==> config.mk <==
export PLATFORM = sky130hd
export DESIGN_NAME = voice_allocator_flat
export DESIGN_NICKNAME = d
export VERILOG_FILES = /design/src/rtl/synth_pkg.sv /design/src/rtl/voice_allocator_if.sv /design/src/rtl/voice_age_tracker.sv /design/src/rtl/voice_allocator.sv /design/src/flat_wrapper.sv
export SDC_FILE = /design/constraint.sdc
export NUM_CORES = 1
export LEC_CHECK = 0
export BUFFER_PORTS_ARGS = -buffer_cell sky130_fd_sc_hd__buf_4
export CORE_UTILIZATION = 55
export CTS_CLUSTER_DIAMETER = 80
export DETAILED_ROUTE_END_ITERATION = 10
export PLACE_DENSITY = 0.8
export SLEW_MARGIN = 0
export SYNTH_ARGS = -nofsm -noshare
export SYNTH_HDL_FRONTEND = slang
export SYNTH_SLANG_ARGS = --single-unit
==> constraint.sdc <==
create_clock -name clk -period 4.8 [get_ports clk]
set_input_delay 0.48 -clock clk [delete_from_list [all_inputs] [get_ports clk]]
set_output_delay 0.48 -clock clk [all_outputs]
set_load 0.005 [all_outputs]
==> src/rtl/synth_pkg.sv <==
// Shared synthesiser definitions: allocator FSM encoding and default field widths.
package synth_pkg;

    typedef enum logic [1:0] {
        IDLE   = 2'd0,
        SCAN   = 2'd1,
        COMMIT = 2'd2
    } voice_alloc_state_t;

    localparam int DEFAULT_NUM_VOICES = 8;
    localparam int DEFAULT_NOTE_WIDTH = 7;
    localparam int DEFAULT_VEL_WIDTH  = 7;

endpackage

==> src/rtl/voice_allocator_if.sv <==
// Event stream and per-voice control bundle between the note source and the allocator.
interface voice_allocator_if
    import synth_pkg::*;
#(
    parameter int NUM_VOICES = DEFAULT_NUM_VOICES,
    parameter int NOTE_WIDTH = DEFAULT_NOTE_WIDTH,
    parameter int VEL_WIDTH  = DEFAULT_VEL_WIDTH,
    localparam int IW        = $clog2(NUM_VOICES)
) ();

    // Handshake: an event transfers on a rising clk edge where event_valid and
    // event_ready are both 1; the source holds the event fields stable while
    // event_valid is high and ready is low, and the allocator never drops an
    // accepted event except on panic or reset.
    logic                             event_valid;
    logic                             event_ready;
    logic                             event_on;
    logic [NOTE_WIDTH-1:0]            event_note;
    logic [VEL_WIDTH-1:0]             event_velocity;
    logic                             panic;

    logic [NUM_VOICES-1:0]            voice_gate;
    logic [NUM_VOICES-1:0]            voice_trigger;
    logic                             voice_steal;
    logic [NUM_VOICES*NOTE_WIDTH-1:0] voice_note;
    logic [NUM_VOICES*VEL_WIDTH-1:0]  voice_velocity;

    // Observation only: FSM state and the LRU age of every voice.
    voice_alloc_state_t               fsm_state;
    logic [NUM_VOICES*IW-1:0]         voice_age;

    modport master (
        output event_valid, event_on, event_note, event_velocity, panic,
        input  event_ready, voice_gate, voice_trigger, voice_steal,
               voice_note, voice_velocity, fsm_state, voice_age
    );

    modport slave (
        input  event_valid, event_on, event_note, event_velocity, panic,
        output event_ready, voice_gate, voice_trigger, voice_steal,
               voice_note, voice_velocity, fsm_state, voice_age
    );

endinterface

==> src/rtl/voice_age_tracker.sv <==
// LRU age permutation: a touched voice becomes age 0, younger voices age by one.
module voice_age_tracker #(
    parameter int NUM_VOICES = 8,
    localparam int IW        = $clog2(NUM_VOICES)
) (
    input  logic                           clk,
    input  logic                           rst,
    input  logic                           touch_i,
    input  logic [IW-1:0]                  touch_idx_i,
    output logic [NUM_VOICES-1:0][IW-1:0]  ages_o,
    output logic [IW-1:0]                  oldest_o
);

    logic [NUM_VOICES-1:0][IW-1:0] age_q, age_d;

    always_comb begin
        age_d = age_q;
        if (touch_i) begin
            for (int i = 0; i < NUM_VOICES; i++) begin
                if (IW'(i) == touch_idx_i) begin
                    age_d[i] = '0;
                end else if (age_q[i] < age_q[touch_idx_i]) begin
                    age_d[i] = age_q[i] + IW'(1);
                end
            end
        end
    end

    // The ages stay a permutation, so exactly one voice carries the top age.
    always_comb begin
        oldest_o = '0;
        for (int i = 0; i < NUM_VOICES; i++) begin
            if (age_q[i] == IW'(NUM_VOICES - 1)) oldest_o = IW'(i);
        end
    end

    always_ff @(posedge clk) begin
        if (!rst) begin
            for (int i = 0; i < NUM_VOICES; i++) age_q[i] <= IW'(i);
        end else begin
            age_q <= age_d;
        end
    end

    assign ages_o = age_q;

endmodule

==> src/rtl/voice_allocator.sv <==
// Polyphonic voice allocator: scans voices one per cycle, then commits a
// retrigger, free-voice assignment, LRU steal or note release.
module voice_allocator
    import synth_pkg::*;
#(
    parameter int NUM_VOICES = DEFAULT_NUM_VOICES,
    parameter int NOTE_WIDTH = DEFAULT_NOTE_WIDTH,
    parameter int VEL_WIDTH  = DEFAULT_VEL_WIDTH,
    localparam int IW        = $clog2(NUM_VOICES)
) (
    input  logic              clk,
    input  logic              rst,
    voice_allocator_if.slave  ev_if
);

    voice_alloc_state_t              state_q, state_d;
    logic [IW-1:0]                   idx_q, idx_d;
    logic                            on_q, on_d;
    logic [NOTE_WIDTH-1:0]           note_q, note_d;
    logic [VEL_WIDTH-1:0]            vel_q, vel_d;
    logic                            match_found_q, match_found_d;
    logic [IW-1:0]                   match_idx_q, match_idx_d;
    logic                            free_found_q, free_found_d;
    logic [IW-1:0]                   free_idx_q, free_idx_d;
    logic [NUM_VOICES-1:0]           gate_q, gate_d;
    logic [NUM_VOICES-1:0]           trig_q, trig_d;
    logic                            steal_q, steal_d;
    logic [NUM_VOICES-1:0][NOTE_WIDTH-1:0] vnote_q, vnote_d;
    logic [NUM_VOICES-1:0][VEL_WIDTH-1:0]  vvel_q, vvel_d;
    logic                            live_q;

    logic                            touch;
    logic [IW-1:0]                   touch_idx;
    logic [IW-1:0]                   sel;
    logic [NUM_VOICES-1:0][IW-1:0]   ages;
    logic [IW-1:0]                   oldest;

    voice_age_tracker #(.NUM_VOICES(NUM_VOICES)) u_ages (
        .clk         (clk),
        .rst         (rst),
        .touch_i     (touch),
        .touch_idx_i (touch_idx),
        .ages_o      (ages),
        .oldest_o    (oldest)
    );

    always_comb begin
        state_d       = state_q;
        idx_d         = idx_q;
        on_d          = on_q;
        note_d        = note_q;
        vel_d         = vel_q;
        match_found_d = match_found_q;
        match_idx_d   = match_idx_q;
        free_found_d  = free_found_q;
        free_idx_d    = free_idx_q;
        gate_d        = gate_q;
        vnote_d       = vnote_q;
        vvel_d        = vvel_q;
        trig_d        = '0;
        steal_d       = 1'b0;
        touch         = 1'b0;
        touch_idx     = '0;
        sel           = '0;

        case (state_q)
            IDLE: begin
                if (ev_if.event_valid && live_q) begin
                    // A zero-velocity note-on is folded into a release here.
                    on_d          = ev_if.event_on && (ev_if.event_velocity != '0);
                    note_d        = ev_if.event_note;
                    vel_d         = ev_if.event_velocity;
                    idx_d         = '0;
                    match_found_d = 1'b0;
                    match_idx_d   = '0;
                    free_found_d  = 1'b0;
                    free_idx_d    = '0;
                    state_d       = SCAN;
                end
            end
            SCAN: begin
                if (gate_q[idx_q] && (vnote_q[idx_q] == note_q) && !match_found_q) begin
                    match_found_d = 1'b1;
                    match_idx_d   = idx_q;
                end
                if (!gate_q[idx_q] && !free_found_q) begin
                    free_found_d = 1'b1;
                    free_idx_d   = idx_q;
                end
                idx_d = idx_q + IW'(1);
                if (idx_q == IW'(NUM_VOICES - 1)) state_d = COMMIT;
            end
            COMMIT: begin
                state_d = IDLE;
                if (on_q) begin
                    if (match_found_q)     sel = match_idx_q;
                    else if (free_found_q) sel = free_idx_q;
                    else                   sel = oldest;
                    gate_d[sel]  = 1'b1;
                    vnote_d[sel] = note_q;
                    vvel_d[sel]  = vel_q;
                    trig_d[sel]  = 1'b1;
                    steal_d      = !match_found_q && !free_found_q;
                    touch        = 1'b1;
                    touch_idx    = sel;
                end else if (match_found_q) begin
                    gate_d[match_idx_q] = 1'b0;
                end
            end
            default: state_d = IDLE;
        endcase

        if (ev_if.panic) begin
            state_d = IDLE;
            gate_d  = '0;
            trig_d  = '0;
            steal_d = 1'b0;
            touch   = 1'b0;
        end
    end

    always_ff @(posedge clk) begin
        if (!rst) begin
            state_q       <= IDLE;
            idx_q         <= '0;
            on_q          <= 1'b0;
            note_q        <= '0;
            vel_q         <= '0;
            match_found_q <= 1'b0;
            match_idx_q   <= '0;
            free_found_q  <= 1'b0;
            free_idx_q    <= '0;
            gate_q        <= '0;
            trig_q        <= '0;
            steal_q       <= 1'b0;
            vnote_q       <= '0;
            vvel_q        <= '0;
            live_q        <= 1'b0;
        end else begin
            state_q       <= state_d;
            idx_q         <= idx_d;
            on_q          <= on_d;
            note_q        <= note_d;
            vel_q         <= vel_d;
            match_found_q <= match_found_d;
            match_idx_q   <= match_idx_d;
            free_found_q  <= free_found_d;
            free_idx_q    <= free_idx_d;
            gate_q        <= gate_d;
            trig_q        <= trig_d;
            steal_q       <= steal_d;
            vnote_q       <= vnote_d;
            vvel_q        <= vvel_d;
            live_q        <= 1'b1;
        end
    end

    // live_q delays ready by one cycle so it rises only after reset release.
    assign ev_if.event_ready    = (state_q == IDLE) && live_q;
    assign ev_if.voice_gate     = gate_q;
    assign ev_if.voice_trigger  = trig_q;
    assign ev_if.voice_steal    = steal_q;
    assign ev_if.voice_note     = vnote_q;
    assign ev_if.voice_velocity = vvel_q;
    assign ev_if.fsm_state      = state_q;
    assign ev_if.voice_age      = ages;

endmodule

==> src/flat_wrapper.sv <==
// flat-port wrapper written by rule: the top's interface ports become plain ports
module voice_allocator_flat import synth_pkg::*;
#(
    parameter int NUM_VOICES = DEFAULT_NUM_VOICES,
    parameter int NOTE_WIDTH = DEFAULT_NOTE_WIDTH,
    parameter int VEL_WIDTH  = DEFAULT_VEL_WIDTH,
    localparam int IW        = $clog2(NUM_VOICES)
)
  (clk, rst, ev_if_event_valid, ev_if_event_on, ev_if_event_note, ev_if_event_velocity, ev_if_panic, ev_if_event_ready, ev_if_voice_gate, ev_if_voice_trigger, ev_if_voice_steal, ev_if_voice_note, ev_if_voice_velocity, ev_if_fsm_state, ev_if_voice_age);
  voice_allocator_if #(.NUM_VOICES(NUM_VOICES), .NOTE_WIDTH(NOTE_WIDTH), .VEL_WIDTH(VEL_WIDTH)) ev_if_i ();
  input  logic clk;
  input  logic rst;
  input wire logic [$bits(ev_if_i.event_valid)-1:0] ev_if_event_valid;
  input wire logic [$bits(ev_if_i.event_on)-1:0] ev_if_event_on;
  input wire logic [$bits(ev_if_i.event_note)-1:0] ev_if_event_note;
  input wire logic [$bits(ev_if_i.event_velocity)-1:0] ev_if_event_velocity;
  input wire logic [$bits(ev_if_i.panic)-1:0] ev_if_panic;
  output wire logic [$bits(ev_if_i.event_ready)-1:0] ev_if_event_ready;
  output wire logic [$bits(ev_if_i.voice_gate)-1:0] ev_if_voice_gate;
  output wire logic [$bits(ev_if_i.voice_trigger)-1:0] ev_if_voice_trigger;
  output wire logic [$bits(ev_if_i.voice_steal)-1:0] ev_if_voice_steal;
  output wire logic [$bits(ev_if_i.voice_note)-1:0] ev_if_voice_note;
  output wire logic [$bits(ev_if_i.voice_velocity)-1:0] ev_if_voice_velocity;
  output wire logic [$bits(ev_if_i.fsm_state)-1:0] ev_if_fsm_state;
  output wire logic [$bits(ev_if_i.voice_age)-1:0] ev_if_voice_age;
  assign ev_if_i.event_valid = ev_if_event_valid;
  assign ev_if_i.event_on = ev_if_event_on;
  assign ev_if_i.event_note = ev_if_event_note;
  assign ev_if_i.event_velocity = ev_if_event_velocity;
  assign ev_if_i.panic = ev_if_panic;
  assign ev_if_event_ready = ev_if_i.event_ready;
  assign ev_if_voice_gate = ev_if_i.voice_gate;
  assign ev_if_voice_trigger = ev_if_i.voice_trigger;
  assign ev_if_voice_steal = ev_if_i.voice_steal;
  assign ev_if_voice_note = ev_if_i.voice_note;
  assign ev_if_voice_velocity = ev_if_i.voice_velocity;
  assign ev_if_fsm_state = ev_if_i.fsm_state;
  assign ev_if_voice_age = ev_if_i.voice_age;
  voice_allocator #(.NUM_VOICES(NUM_VOICES), .NOTE_WIDTH(NOTE_WIDTH), .VEL_WIDTH(VEL_WIDTH)) u_core (.clk(clk), .rst(rst), .ev_if(ev_if_i));
endmodule
==> results of run 1 <==
[worst max-delay path, stage by stage (launching register included)]
cell	delay, ns
dfxtp_1	0.37
ha_1	0.23
ha_1	0.25
o31ai_1	0.47
nand2_2	0.24
nor2_1	0.34
a21oi_1	0.11
a21oi_1	0.18
a21oi_1	0.06
o21a_1	0.32
ha_1	0.28
or2_2	0.28
a2111oi_1	0.47
nor4_1	0.17
or4_1	0.42
a31oi_1	0.16
[path summary, 6_finish.rpt]
check                                        from                              end  slack (ns)  cells past startpoint
hold reg to reg   u_core.ev_if.voice_velocity[13]  u_core.ev_if.voice_velocity[13]        0.46                      2
setup / recovery         u_core.u_ages.ages_o[15]          u_core.u_ages.ages_o[0]        0.38                     15
hold / removal                ev_if_event_note[4]                 u_core.note_q[4]        0.30                      3
setup reg to reg         u_core.u_ages.ages_o[15]          u_core.u_ages.ages_o[0]        0.38                     15
[flip-flops by register name (all words and copies together), names as in the netlist, 7 cells and up]
register	flops
u_core.ev_if.voice_velocity	56
u_core.note_q	7
u_core.ev_if.voice_trigger	8
u_core.ev_if.voice_note	56
u_core.vel_q	7
u_core.ev_if.voice_gate	8
u_core.u_ages.ages_o	24
[routing by layer]
| layer | wire (um) | track usage (%) | vias up | share of wire (%) |
|---|---|---|---|---|
| met5 | 0 | 0 | - | 0 |
| met4 | 1129 | 17.56 | 0 | 4.3 |
| met3 | 1848 | 8.242 | 79 | 7.1 |
| met2 | 12420 | 55.52 | 340 | 47 |
| met1 | 10810 | 43.49 | 3778 | 41 |
| li1 | - | - | 3768 | - |
[final cells by class]
class / instances / area share [%]
multi-input combinational: 748 / 41.88
tap: 184 / 2.269
clock buffer: 23 / 4.810
timing repair buffer: 191 / 14.13
inverter: 7 / 0.3083
clock inverter: 9 / 0.6783
sequential: 182 / 35.92
[power groups by stage]
stage	clock network, uW	registers [uW]	logic (uW)
after floorplan	0	1560	88.8
after global placement	0	1580	119
after detailed placement	0	1580	119
after CTS	1330	1540	119
after global routing	1390	1550	132
final	1320	1550	121
[Yosys cell counts (7+ instances only)]
library cell / count
a21oi_1: 161
clkbuf_1: 59
dfxtp_1: 182
ha_1: 25
mux2i_1: 18
mux4_2: 16
nand2_1: 307
nand2b_1: 9
nand3_1: 13
nor2_1: 43
nor3_1: 14
nor4_1: 10
o21ai_0: 18
xnor2_1: 7
[layout by cell type (no fill, tap or decap), types with 5 or more instances in the layout]
master,n
o21a_1,6
nor2_1,43
o21ai_0,18
or3_1,5
ha_1,25
a21oi_1,161
dfxtp_1,182
and2_1,6
inv_1,6
mux2i_1,18
nor4_1,10
xnor2_1,7
o211ai_1,6
o31ai_1,6
mux4_2,16
nand3_1,13
clkbuf_16,17
nand2_1,307
nand2b_1,9
buf_4,191
nor3_1,11
[cells by family (layout without fill, tap and decap cells)]
family / count (synthesis) / count (layout)
buffers and inverters: 76 / 230
muxes: 36 / 36
DFF: 182 / 182
xor gates and xnor gates: 7 / 7
adders and majority gates: 25 / 25
and+or+nand+nor: 430 / 430
AOI/OAI and AO/OA: 250 / 250
[stage by stage]
stage | util, % | total power [uW] | setup slack [ns] | area, um^2 | hold WS, ns
after global placement | 65.97 | 1698 | 0.4973 | 9588 | 0.4421
after CTS | 69.80 | 2990 | 0.4226 | 10140 | 0.2829
after global routing | 69.80 | 3069 | 0.08739 | 10140 | 0.2889
after detailed placement | 65.97 | 1697 | 0.4481 | 9588 | 0.4471
final | 69.80 | 2989 | 0.3761 | 10140 | 0.2988
after floorplan | - | 1647 | 0.8422 | 8183 | 0.4527
==> key figures, run 1 <==
Run status
  • Outcome: complete, no violations

Route
  • WL final: 26,210 um
  • Vias/cell: 5.926
  • DRT Pass-1 Iters: 5
  • Number of remaining DRC errors: 0
  • DR vias: 7,965
  • DRT iter0 DRCs: 635
  • Routed Antenna Nets: 0
  • Drt wl/cell: 19.50 um

Global route
  • Vias in the first global route: 7,339
  • Largest net degree at the start of global routing: 95
  • GRT Residual Overflow: 0
  • Antenna violations before repair: 0
  • First-pass GRT wire length: 39,630 um
  • Tot GR Track Use: 34.64%

Power
  • Logic gate share of total power: 4.1%
  • LEAKAGE: 0.003950 uW
  • Seq pwr share: 51.7%
  • Power per cell area: 294.6 nW/um^2
  • Cell Int Power: 2282 uW
  • VDD IR max: 0.2567 mV
  • Sw frac: 23.63%
  • Switching power: 706.2 uW
  • Clock Power Share: 44.2%

Yosys
  • Mapped Nets: 1,050
  • Yosys top cell area share: 44.53%
  • Post-synthesis xor/xnor area fraction: 0.7492%
  • #FFs+latches synth: 182
  • Largest family of logic cells by synthesized area: simple AND/OR/NAND/NOR gates
  • Adder-cell share of the synthesized area: 3.823%
  • Syn Area/Cell: 8.134 um^2
  • Compound-gate portion of the synthesized area: 18.15%
  • Post-synthesis async set-or-reset flop share: 0%
  • Post-synthesis instance area: 8183 um^2
  • Seq/Total Area, Yosys: 44.53%
  • Yosys warning count: 0
  • Cells after Synth: 1,006
  • Mux share of post-synthesis cell area: 6.881%
  • Synth area leaders: dfxtp_1 (45%), nand2_1 (14%), a21oi_1 (9.8%), mux4_2 (4.4%), ha_1 (3.8%)
  • Yosys top cell by area: dfxtp_1
  • Top FF cell, synth: dfxtp_1
  • Post-synth EDFFs: 0
  • Simple-gate share of the synthesized area: 22.14%
  • Post-synth cell types: 67

STA
  • Crit share post-route: 92.16%
  • Worst slew pin tran: 1.054 ns
  • Final min period: 4.424 ns
  • Max Slew Vio Count: 0
  • RSZ-0062 raised after global routing: false
  • Relative slew slack: 29.56%
  • FMAX: 226.0 MHz
  • Final setup vio count: 0
  • Setup_tns: 0 ns
  • Skew final: 0.008440 ns
  • Final hold viol count: 0

Floorplanning
  • Core Rows: 44
  • Initial Util: 56.30%
  • Die area: 15,370 um^2
  • Die height: 124.0 um
  • Die width: 124.0 um
  • Num ports: 175
  • Placeable Area: 14,530 um^2

Hold path
  • Hold crit path type: primary input to flop

Critical path
  • Crit path max fanout: 10
  • Critical path endpoint category: flop
  • Setup crit start kind: flop
  • Worst EP required: 5.15 ns
  • Setup CP Type: flop to flop
  • Worst EP arrival: 4.78 ns

Final layout
  • Nets: 1,191
  • Post-Layout Cell Count: 1,344
  • Proportion of layout cells with a drive suffix above 1: 21.90%
  • Multi-input logic area: 4249 um^2
  • # diodes: 0
  • Register area: 3643 um^2
  • Fillers: 1,224
  • Synth-to-Final Area Change: 23.98%

Place
  • Placed insts: 1,312
  • Dpl hpwl: 17,790 um
  • Port Buffers: 174
  • Final Wtd Congestion: 0.9702

Clock tree
  • Clk slew on worst S/H paths: 0.07 ns
  • CTS tree: built
  • Quantity of gates resized following cts: 0
  • Root Driver: clkbuf_16
  • Num CTS Buffers: 17
  • Clk_lat worst skew: 0.43 ns
  • Post-CTS Setup Bufs: 0
  • CTS H-tree depth: 4
  • Longest Clk Path Bufs: 2
  • CTS sink count: 182
  • Hold-fix buffers, CTS: 0

Job
  • Max-cap violations: 0
Power figures use the tool's default switching activity.
==> inputs of run 2 (changes only) <==
PLACE_DENSITY = not set   (was 0.8)
PLACE_DENSITY_LB_ADDON = 0.12   (was not set)
==> run 2 against run 1 <==
  * Clock skew is 0.0021 ns higher
  * Sequential share of layout area is 0.14 points lower
  * Register-to-register slack hardly changed
  * Critical path depth stayed put
  * Global-route usage is 0.15 points higher
  * Combinational power hardly changed
  * Critical path type unchanged
  * Highest routed layer unchanged
==> key figures, run 2 (synthesized netlist as in run 1, its figures left out) <==
Critical path
  • Cells along the critical path: ha_1, ha_1, nor4_4, o31ai_2, nand2_2, nand2_1, nor2_1, o21ai_0, o21a_1, ha_1, or2_2, a2111oi_1, nor4_1, or4_1, a31oi_1
  • Top Family by Delay on Critical Path: simple AND/OR/NAND/NOR gates
  • Worst EP required: 5.16 ns
  • CP Buf/Inv Count: 0
  • Cell mode on critical path: ha_1
  • Slowest CP cell: a2111oi_1
  • CP Depth: 15
  • Critical path endpoint category: flop
  • Crit path max fanout: 16
  • Reg2reg path depth: 15
  • Worst EP arrival: 4.80 ns
  • Max incr delay on CP: 0.45 ns
  • Setup CP Type: flop to flop
  • Setup crit start kind: flop

STA
  • FMAX: 225.4 MHz
  • Final hold viol count: 0
  • Worst slew pin tran: 1.067 ns
  • Skew final: 0.01053 ns
  • Final min period: 4.437 ns
  • RSZ-0062 raised after global routing: false
  • Max Slew Vio Count: 0
  • Setup_tns: 0 ns
  • Crit share post-route: 92.44%
  • Final setup vio count: 0
  • Relative slew slack: 28.77%

Route
  • DR vias: 7,959
  • DRT iter0 DRCs: 658
  • Number of remaining DRC errors: 0
  • Drt wl/cell: 19.46 um
  • Routed Antenna Nets: 0
  • Vias/cell: 5.922
  • DRT Pass-1 Iters: 5
  • WL final: 26,160 um

Global route
  • Largest net degree at the start of global routing: 66
  • GRT Residual Overflow: 0
  • First-pass GRT wire length: 39,650 um
  • Vias in the first global route: 7,402
  • Tot GR Track Use: 34.80%
  • Antenna violations before repair: 0

Power
  • LEAKAGE: 0.003962 uW
  • Power per cell area: 302.2 nW/um^2
  • VDD IR max: 0.2920 mV

Place
  • Port Buffers: 174
  • Final Wtd Congestion: 0.9854
  • Dpl hpwl: 17,780 um

Final layout
  • # diodes: 0
  • Synth-to-Final Area Change: 24.47%
  • Nets: 1,191
  • Commonest non-fill, non-tap cells in the layout: nand2_1 (307), buf_4 (191), dfxtp_1 (182)
  • Final core utilization: 70.08%
  • Proportion of layout cells with a drive suffix above 1: 22.07%
  • Most common cell after layout, fill and taps aside: nand2_1

Clock tree
  • Hold-fix buffers, CTS: 0
  • Quantity of gates resized following cts: 0
  • Root Driver: clkbuf_16
  • Clk slew on worst S/H paths: 0.07 ns
  • Clk_lat worst skew: 0.43 ns
  • Longest Clk Path Bufs: 2
  • CTS tree: built
  • CTS sink count: 182
  • Post-CTS Setup Bufs: 0
  • Num CTS Buffers: 17
  • CTS H-tree depth: 4

Floorplanning
  • Die height: 124.0 um
  • Core Rows: 44
  • Initial Util: 56.30%
  • Die width: 124.0 um
  • Placeable Area: 14,530 um^2
  • Die area: 15,370 um^2
  • Num ports: 175

Hold path
  • Hold-critical path depth: 3
  • Hold crit path type: primary input to flop

Job
  • Max-cap violations: 0

Run status
  • Outcome: complete, no violations
==> run 2: changes by cell type in the layout (fill, tap and decap cells not counted), sizes merged <==
cell / before / now
bufinv: 0 / 2
clkbuf: 23 / 20
clkinv: 6 / 5
inv: 9 / 11
==> run 2: worst reg2reg max path, stage by stage (launching register included) <==
cell and delay (ns):
dfxtp_1 0.37, ha_1 0.22, ha_1 0.24, nor4_4 0.36, o31ai_2 0.16, nand2_2 0.31, nand2_1 0.16, nor2_1 0.36
o21ai_0 0.14, o21a_1 0.28, ha_1 0.29, or2_2 0.28, a2111oi_1 0.45, nor4_1 0.17, or4_1 0.41, a31oi_1 0.16
==> run 2: worst paths after layout <==
check                                       start                              end  slack, ns
hold reg to reg   u_core.ev_if.voice_velocity[26]  u_core.ev_if.voice_velocity[26]       0.46
hold / removal                ev_if_event_note[5]                 u_core.note_q[5]       0.30
setup reg to reg         u_core.u_ages.ages_o[18]          u_core.u_ages.ages_o[0]       0.36
setup / recovery         u_core.u_ages.ages_o[18]          u_core.u_ages.ages_o[0]       0.36
==> run 2: area by class of cell <==
type	instances	area (um^2)
timing repair buffer	191	1434
tap	184	230.2
inverter	7	28.78
fill	1222	4349
multi-input combinational	748	4257
sequential	182	3643
clock buffer	20	446.7
clock inverter	12	145.1
==> run 2: power breakdown <==
part	total, uW	switching (uW)	leakage [uW]	internal [uW]
logic	120	79.2	0.00220	41.2
registers	1540	25.7	0.00147	1520
clock network	1410	621	0.000290	792
==> run 2: metal layers <==
layer | share of wire [%] | GRT usage, %
met1 | 41 | 43.51
met2 | 47 | 55.38
met3 | 8.1 | 10.07
met4 | 3.8 | 15.92
met5 | 0 | 0
==> run 2: through the flow <==
stage | instances | area, um^2 | worst slack [ns] | power (uW) | hold WS [ns]
floorplan | 1006 | 8183 | 0.8422 | 1647 | 0.4527
global placement | 1312 | 9585 | 0.4474 | 1696 | 0.4416
detailed placement | 1312 | 9585 | 0.3468 | 1696 | 0.4474
CTS | 1344 | 10180 | 0.3281 | 3079 | 0.2885
global route | 1344 | 10180 | 0.04250 | 3163 | 0.2965
finish | 1344 | 10180 | 0.3627 | 3078 | 0.2994
==> inputs of run 3 (changes only) <==
MAX_ROUTING_LAYER = met4   (was not set)
==> run 3 against run 2 <==
  * Non-clock buffer count down 1
  * Final area about the same
  * Clock skew about the same
  * Flip-flop and latch count unchanged
  * Critical path type unchanged
  * Critical endpoint unchanged
==> key figures, run 3 (synthesized netlist as in run 1, its figures left out) <==
Clock tree
  • Longest Clk Path Bufs: 2
  • CTS sink count: 182
  • Clk_lat worst skew: 0.44 ns
  • Num CTS Buffers: 17
  • Clk slew on worst S/H paths: 0.07 ns
  • CTS H-tree depth: 4
  • CTS tree: built
  • Root Driver: clkbuf_16
  • Hold-fix buffers, CTS: 0

Final layout
  • Final core utilization: 70.02%
  • Commonest non-fill, non-tap cells in the layout: nand2_1 (307), buf_4 (190), dfxtp_1 (182)
  • Nets: 1,190
  • Synth-to-Final Area Change: 24.37%
  • Post-Layout Cell Count: 1,343
  • Proportion of layout cells with a drive suffix above 1: 22.00%
  • Fillers: 1,234
  • Register area: 3643 um^2
  • Multi-input logic area: 4254 um^2
  • # diodes: 0
  • Most common cell after layout, fill and taps aside: nand2_1

Floorplanning
  • Placeable Area: 14,530 um^2
  • Die height: 124.0 um
  • Initial Util: 56.30%
  • Die area: 15,370 um^2
  • Die width: 124.0 um
  • Core Rows: 44
  • Num ports: 175

Global route
  • Tot GR Track Use: 35.90%
  • Antenna violations before repair: 0
  • First-pass GRT wire length: 39,510 um
  • GRT Residual Overflow: 0
  • Largest net degree at the start of global routing: 80
  • Vias in the first global route: 7,330

STA
  • Crit share post-route: 92.90%
  • Final setup vio count: 0
  • PnR worst setup slack: 0.3406 ns
  • Relative slew slack: 22.29%
  • Max Slew Vio Count: 0
  • Final hold viol count: 0
  • FMAX: 224.2 MHz
  • Worst slew pin tran: 1.159 ns
  • Setup_tns: 0 ns
  • RSZ-0062 raised after global routing: false
  • Skew final: 0.01066 ns
  • Final min period: 4.459 ns

Power
  • LEAKAGE: 0.003956 uW
  • Total power: 3084 uW
  • VDD IR max: 0.2300 mV
  • Power per cell area: 303.0 nW/um^2

Place
  • Pre-CTS WS: 0.3314 ns
  • Placed insts: 1,311
  • Final Wtd Congestion: 0.9702
  • Port Buffers: 174
  • Dpl hpwl: 17,820 um

Job
  • Max-cap violations: 0

Critical path
  • Reg2reg path depth: 16
  • Setup CP Type: flop to flop
  • Destination of the critical timing path: u_core.u_ages.ages_o[0]
  • Crit path max fanout: 8
  • Worst EP required: 5.16 ns
  • Worst EP arrival: 4.82 ns
  • R2r startpoint: u_core.u_ages.ages_o[13]
  • Worst r2r dst: u_core.u_ages.ages_o[0]
  • Critical Path Source: u_core.u_ages.ages_o[13]
  • Setup crit start kind: flop
  • R2r setup slk: 0.34 ns
  • Critical path endpoint category: flop

Route
  • DRT Pass-1 Iters: 6
  • Number of remaining DRC errors: 0
  • DR vias: 8,036
  • DRT iter0 DRCs: 548
  • Drt wl/cell: 19.60 um
  • WL final: 26,330 um
  • Routed Antenna Nets: 0
  • Vias/cell: 5.984

Run status
  • Outcome: complete, no violations

Hold path
  • Hold crit path type: primary input to flop
run 3: cell types whose count changed in the layout (fill, tap and decap cells not counted), sizes merged:
cell      before  now
inv           11   12
buf          191  190
clkbuf        20   18
clkinvlp       1    2
run 3: worst min-delay path by stage:
stage | startpoint | to | slack, ns | cells after the start
6_report | ev_if_event_velocity[5] | u_core.vel_q[5] | 0.30 | 3
5_1_grt | ev_if_event_note[1] | u_core.note_q[1] | 0.29 | 3
4_1_cts | ev_if_event_note[4] | u_core.note_q[4] | 0.28 | 3
3_5_place_dp | u_core.ev_if.voice_velocity[46] | u_core.ev_if.voice_velocity[46] | 0.45 | 2
3_3_place_gp | u_core.ev_if.voice_velocity[1] | u_core.ev_if.voice_velocity[1] | 0.44 | 2
2_1_floorplan | u_core.ev_if.voice_velocity[0] | u_core.ev_if.voice_velocity[0] | 0.45 | 2
run 3: critical path, stage by stage, from the launching register on:
cell and delay, ns:
dfxtp_1 0.37, ha_1 0.20, ha_1 0.26, o31a_1 0.40, nor2_1 0.47, nand2_1 0.10
a21oi_1 0.15, a21oi_1 0.06, a21oi_1 0.18, a21oi_1 0.05, o21a_1 0.32, ha_1 0.29
or2_2 0.28, a2111oi_1 0.48, nor4_1 0.19, or4_1 0.43, a31oi_1 0.16
run 3: area by class of cell:
cell class	count	area share, %
clock buffers	18	4.217
clock inverters	14	1.623
inverters	7	0.2828
multi-input cells	748	41.80
flip-flops and latches	182	35.80
well taps	184	2.262
repair buffers	190	14.02
run 3: layer usage:
layer	track usage, %	vias up	routed length (um)
li1	-	3761	-
met1	43.61	3829	10760
met2	54.72	366	12350
met3	9.203	80	2160
met4	19.20	0	1060
met5	-	-	0
run 3: per-stage QoR:
stage | hold WS [ns] | area (um^2)
finish | 0.2961 | 10180
global route | 0.2869 | 10180
CTS | 0.2848 | 10170
detailed placement | 0.4471 | 9578
global placement | 0.4417 | 9578
floorplan | 0.4527 | 8183
run 3: timing repair:
action | 4_1_cts | 5_1_grt
buffers inserted | 0 | 0
endpoints found under the setup margin | 0 | 3
resized for setup | 0 | 1
endpoints found under the hold margin | 0 | 0
run 3: power by group:
part | switching, uW | internal [uW] | leakage (uW)
clock | 637 | 781 | 0.000286
sequential | 26.4 | 1520 | 0.00147
combinational | 80.5 | 41.2 | 0.00220
